[src/rtl/adder_seq_pkg.sv]
// Shared definitions for the sequential multi-word adder/subtractor.
package adder_seq_pkg;

    localparam int SLICE_W = 8;

    typedef enum logic [1:0] {
        IDLE = 2'd0,
        RUN  = 2'd1,
        DONE = 2'd2
    } seq_state_t;

    // Beat counter width: enough to count WORDS beats, never narrower than one bit.
    function automatic int cnt_width(input int words);
        return (words > 1) ? $clog2(words) : 1;
    endfunction

endpackage

[src/rtl/ripple_carry_adder8.sv]
// 8-bit ripple-carry adder; one full-adder cell per bit, carry chained LSB to MSB.
module ripple_carry_adder8
    import adder_seq_pkg::*;
(
    input  logic [SLICE_W-1:0] a,
    input  logic [SLICE_W-1:0] b,
    input  logic               cin,
    output logic [SLICE_W-1:0] sum,
    output logic               cout
);

    // Ripple the carry through the slice bit by bit
    always_comb begin
        logic c;
        c   = cin;
        sum = '0;
        for (int i = 0; i < SLICE_W; i++) begin
            sum[i] = a[i] ^ b[i] ^ c;
            c      = (a[i] & b[i]) | (c & (a[i] ^ b[i]));
        end
        cout = c;
    end

endmodule

[src/rtl/multiword_add_seq.sv]
// Sequential wide add/subtract: one 8-bit slice per cycle through a single
// ripple-carry adder, carry registered between beats, valid/ready on both sides.
module multiword_add_seq
    import adder_seq_pkg::*;
#(
    parameter int WORDS = 4
) (
    input  logic                       clk,
    input  logic                       rst,
    input  logic                       in_valid,
    output logic                       in_ready,
    input  logic [SLICE_W*WORDS-1:0]   op_a,
    input  logic [SLICE_W*WORDS-1:0]   op_b,
    input  logic                       op_cin,
    input  logic                       op_sub,
    output logic                       out_valid,
    input  logic                       out_ready,
    output logic [SLICE_W*WORDS-1:0]   result,
    output logic                       cout,
    output logic                       ovf
);

    localparam int W     = SLICE_W * WORDS;
    localparam int CNT_W = cnt_width(WORDS);
    localparam logic [CNT_W-1:0] LAST_BEAT = CNT_W'(WORDS - 1);

    seq_state_t state_q, state_d;

    logic [W-1:0]     a_q, a_d;
    logic [W-1:0]     b_q, b_d;
    logic             sub_q, sub_d;
    logic [W-1:0]     res_q, res_d;
    logic             carry_q, carry_d;
    logic             ovf_q, ovf_d;
    logic [CNT_W-1:0] cnt_q, cnt_d;

    logic [SLICE_W-1:0] slice_a, slice_b, slice_sum;
    logic               slice_cout;
    logic               last_beat;

    // Operands are consumed from the bottom and shifted down one slice per
    // beat; results enter at the top, so after WORDS beats slice k sits at
    // bits [8k+7:8k].
    logic [W+SLICE_W-1:0] a_ext, b_ext, res_ext;

    assign slice_a   = a_q[SLICE_W-1:0];
    assign slice_b   = b_q[SLICE_W-1:0] ^ {SLICE_W{sub_q}};
    assign last_beat = (cnt_q == LAST_BEAT);
    assign a_ext     = {{SLICE_W{1'b0}}, a_q};
    assign b_ext     = {{SLICE_W{1'b0}}, b_q};
    assign res_ext   = {slice_sum, res_q};

    ripple_carry_adder8 u_adder (
        .a    (slice_a),
        .b    (slice_b),
        .cin  (carry_q),
        .sum  (slice_sum),
        .cout (slice_cout)
    );

    // FSM state register
    always_ff @(posedge clk or posedge rst) begin
        if (rst) begin
            state_q <= IDLE;
        end else begin
            state_q <= state_d;
        end
    end

    // FSM next-state logic
    always_comb begin
        state_d = state_q;
        case (state_q)
            IDLE:    if (in_valid)  state_d = RUN;
            RUN:     if (last_beat) state_d = DONE;
            DONE:    if (out_ready) state_d = IDLE;
            default:                state_d = IDLE;
        endcase
    end

    // FSM outputs: handshake flags are pure functions of state
    always_comb begin
        in_ready  = (state_q == IDLE);
        out_valid = (state_q == DONE);
    end

    // Datapath next values: capture on accept, one slice per RUN beat
    always_comb begin
        a_d     = a_q;
        b_d     = b_q;
        sub_d   = sub_q;
        res_d   = res_q;
        carry_d = carry_q;
        ovf_d   = ovf_q;
        cnt_d   = cnt_q;
        case (state_q)
            IDLE: begin
                if (in_valid) begin
                    a_d     = op_a;
                    b_d     = op_b;
                    sub_d   = op_sub;
                    cnt_d   = '0;
                    // Subtraction is A + ~B + 1 - borrow, so borrow-in inverts.
                    carry_d = op_sub ? ~op_cin : op_cin;
                end
            end
            RUN: begin
                a_d     = a_ext[W+SLICE_W-1:SLICE_W];
                b_d     = b_ext[W+SLICE_W-1:SLICE_W];
                res_d   = res_ext[W+SLICE_W-1:SLICE_W];
                carry_d = slice_cout;
                if (last_beat) begin
                    // Carry into bit 7 xor carry out of bit 7 of the top slice.
                    ovf_d = slice_a[SLICE_W-1] ^ slice_b[SLICE_W-1]
                          ^ slice_sum[SLICE_W-1] ^ slice_cout;
                end else begin
                    cnt_d = cnt_q + CNT_W'(1);
                end
            end
            default: ;
        endcase
    end

    // Datapath registers; reset discards any in-flight operation
    always_ff @(posedge clk or posedge rst) begin
        if (rst) begin
            a_q     <= '0;
            b_q     <= '0;
            sub_q   <= 1'b0;
            res_q   <= '0;
            carry_q <= 1'b0;
            ovf_q   <= 1'b0;
            cnt_q   <= '0;
        end else begin
            a_q     <= a_d;
            b_q     <= b_d;
            sub_q   <= sub_d;
            res_q   <= res_d;
            carry_q <= carry_d;
            ovf_q   <= ovf_d;
            cnt_q   <= cnt_d;
        end
    end

    // After the last beat the carry register holds the MSB slice carry-out
    // and stays put until the next request is accepted.
    assign result = res_q;
    assign cout   = carry_q;
    assign ovf    = ovf_q;

endmodule

[config.mk]
export PLATFORM = sky130hd
export DESIGN_NAME = multiword_add_seq
export DESIGN_NICKNAME = d
export VERILOG_FILES = /design/src/rtl/adder_seq_pkg.sv /design/src/rtl/ripple_carry_adder8.sv /design/src/rtl/multiword_add_seq.sv
export SDC_FILE = /design/constraint.sdc
export NUM_CORES = 1
export LEC_CHECK = 0
export CORE_ASPECT_RATIO = 0.6
export CORE_MARGIN = 1.5
export CORE_UTILIZATION = 40
export CTS_BUF_LIST = sky130_fd_sc_hd__clkbuf_8
export CTS_CLUSTER_DIAMETER = 80
export CTS_CLUSTER_SIZE = 14
export DETAILED_ROUTE_END_ITERATION = 6
export MAX_ROUTING_LAYER = met4
export PLACE_DENSITY = 0.65
export SLEW_MARGIN = 20
export SYNTH_ARGS = -nofsm -noshare
export SYNTH_HDL_FRONTEND = slang
export SYNTH_SLANG_ARGS = --single-unit
[constraint.sdc]
create_clock -name clk -period 6.4 [get_ports clk]
set_input_delay 0.64 -clock clk [delete_from_list [all_inputs] [get_ports clk]]
set_output_delay 0.64 -clock clk [all_outputs]
set_load 0.005 [all_outputs]
==> results.py <==
metrics = {
    "outcome": {
        "outcome": "complete, no violations",
    },
    "cts": {
        "clkLatencyLatePin_ps": 370,
        "cts.clk_slew.worst_paths_ps": 100,
        "ctsResizeCount": 0,
        "cts_tree": "done",
        "cts_buffers": 9,
        "cts.sinks": 103,
        "postCtsSetupBuffers": 0,
        "cts-root-buf": "clkbuf_8",
        "h-tree-depth": 3,
        "hold_buffers": 0,
        "clock_path_buffers": 2,
    },
    "setup_path": {
        "slowest_stage": "dfrtp_1",
        "cp_max_fo": 9,
        "r2r-start": "sub_q",
        "crit_type": "reg2reg",
        "critical_path_arrival_ps": 4530,
        "crit_top_cell": "fa_1",
        "end_kind": "register",
        "r2r-end": "ovf",
        "crit_path_start": "sub_q",
        "r2r_slack_ps": 2130,
        "path_cells": "xnor2_1 > fa_1 > inv_1 > fa_1 > inv_1 > fa_1 > fa_1 > fa_1 > fa_1 > fa_1 > inv_1 > fa_1 > xnor2_1 > o21ai_0",
        "reg2regPathDepth": 14,
        "cp-start-kind": "register",
        "required_ps": 6660,
        "cpPeakStageDelay_ps": 610,
        "cp-endpoint": "ovf",
    },
    "detailed_routing": {
        "ant_nets": 0,
        "post_drt_wl_per_cell_um": 15.4,
        "dr.pass1.iters": 4,
        "drt_iter0_drc": 258,
        "vias": 3855,
        "finalWirelength_mm": 12.0,
        "viasPerCell": 4.97,
        "drc": 0,
    },
    "global_routing": {
        "gr-usage-all-layers_pct": 19.8,
        "grt_pass1_vias": 3752,
        "grt_max_degree": 75,
        "grt_pass1_wl_mm": 19.5,
        "grt_antenna_before_repair": 0,
        "gr-total-overflow": 0,
    },
    "placement": {
        "place.gp.congestion": 0.750,
        "place_area_um2": 6070,
        "dpl.hpwl_mm": 8.13,
        "portBuffers": 105,
    },
    "pwr": {
        "ir_drop_uv": 182,
        "power.density_nw_per_um2": 468,
        "leakagePower_uw": 0.00284,
    },
    "final_layout": {
        "final_nets": 686,
        "syn2layout_area_growth_pct": 27.0,
        "final_common_cell": "nand2_1",
        "mostFrequentLayoutCells": "nand2_1, clkdlybuf4s50_1, dfrtp_1",
        "regArea_um2": 2580,
        "multiInputGateArea_um2": 2140,
        "antennaDiodeCount": 0,
        "nFillCells": 1077,
        "finalInstanceArea_um2": 6290,
        "final_core_util_pct": 52.1,
        "final_layout_size_suffix_gt1_share_pct": 6.55,
    },
    "synth": {
        "synth_edf_count": 0,
        "synth_top_family_by_area": "simple AND/OR/NAND/NOR gates",
        "async_reset_ff_share_pct": 100,
        "synth_xor_xnor_area_share_pct": 1.95,
        "ys_types": 33,
        "synthCells": 524,
        "syn_area_per_cell_um2": 9.45,
        "yosysWarnings": 0,
        "synth_adder_area_share_pct": 3.74,
        "netlist_area_um2": 4950,
        "ys_seq_area_share_pct": 52.1,
        "synth_top_flop_cell": "dfrtp_1",
        "muxShareOfSynthArea_pct": 0,
        "synth_compound_area_share_pct": 16.3,
        "synth_seq_cells": 103,
        "synth_nets": 604,
        "synthSimpleGateAreaFrac_pct": 21.0,
    },
    "die": {
        "die-height_um": 89.2,
        "io_pins": 106,
        "num_rows": 31,
        "coreArea_um2": 12100,
        "die_w_um": 147,
        "dieArea_um2": 13100,
        "start_util_pct": 41.0,
    },
    "sta": {
        "rsz0062_at_grt": "no",
        "setup_viol": 0,
        "timing_hold_violations_final": 0,
        "finClkSkew_ps": 15.0,
        "period_needed_ps": 4270,
        "relSlewSlack_pct": 35.1,
        "fmax_mhz": 234,
        "tns_ps": 0,
        "slew_violations": 0,
        "worst_pin_slew_ps": 974,
        "fin_crit_sh_pct": 66.7,
    },
    "hold_path": {
        "hold_path_class": "reg2reg",
    },
    "job": {
        "cap_violations": 0,
    },
}
-- Yosys cell counts, types with 5 or more instances --
master | n | share of area [%]
fa_1 | 8 | 3.2
clkbuf_1 | 12 | 0.91
xnor2_1 | 7 | 1.2
a22oi_1 | 30 | 4.5
nand3_1 | 7 | 0.71
nand3_2 | 9 | 1.8
a2bb2oi_1 | 5 | 0.88
nand2_1 | 138 | 10
and3b_1 | 18 | 3.2
a21oi_1 | 43 | 4.3
nor2b_1 | 26 | 3.3
inv_1 | 14 | 1.1
o21ai_0 | 56 | 5.7
dfrtp_1 | 103 | 52
buf_2 | 22 | 2.2
-- flip-flops by register name, summed over array words and instances, names as in the netlist --
name and cells:
a_q 32, result 32, state_q 2, cnt_q 2, cout 1, b_q 32, sub_q 1, ovf 1
-- worst min-delay path by stage --
stage / cells past startpoint / startpoint / end
after floorplan: 2 / a_q[6] / a_q[6]
after global placement: 2 / result[5] / result[5]
after detailed placement: 2 / result[1] / result[1]
after CTS: 2 / result[1] / result[1]
after global routing: 2 / result[3] / result[3]
final: 2 / result[5] / result[5]
-- worst max-delay path: cells and delay by family (launching register included) --
kind                     cells  cell delay (ps)
buffers and inverters        3              220
adder cells (fa/ha/maj)      8             2930
AO/OA/AOI/OAI                1               80
flip-flops                   1              610
XOR/XNOR                     2              320
-- logic make-up (layout without fill, tap and decap cells) --
| kind of cell | Yosys count | count (layout) |
|---|---|---|
| and+or+nand+nor | 208 | 208 |
| DFF | 103 | 103 |
| xor gates and xnor gates | 11 | 11 |
| buffers and inverters | 53 | 140 |
| adders and majority gates | 10 | 10 |
| AOI/OAI and AO/OA | 139 | 139 |
-- layer usage --
layer / wire (µm) / global-route usage, % / vias up
met2: 5150 / 28.9 / 102
met5: 0 / - / -
li1: - / - / 1919
met1: 6150 / 28.4 / 1824
met3: 597 / 4.18 / 10
met4: 95 / 4.13 / 0
-- through the flow --
step / hold WS (ps) / power [µW] / setup WS (ps) / instances
global route: 516 / 3210 / 1890 / 776
detailed placement: 462 / 2520 / 2130 / 760
finish: 480 / 2950 / 2130 / 776
CTS: 487 / 2980 / 2120 / 776
floorplan: 450 / 2030 / 2420 / 524
global placement: 456 / 2470 / 2230 / 760
-- layout make-up --
type	instances	area share [%]
flip-flops and latches	103	41.0
multi-input cells	368	34.1
repair buffers	110	17.2
well taps	165	3.28
clock buffers	9	1.97
clock inverters	7	1.55
inverters	14	0.875
-- report_power, final --
| group | internal [µW] | total (µW) | switching (µW) |
|---|---|---|---|
| registers | 936 | 1200 | 264 |
| logic | 612 | 1300 | 687 |
| clock network | 221 | 447 | 227 |
Note: power is estimated with default switching activity, not from simulation.
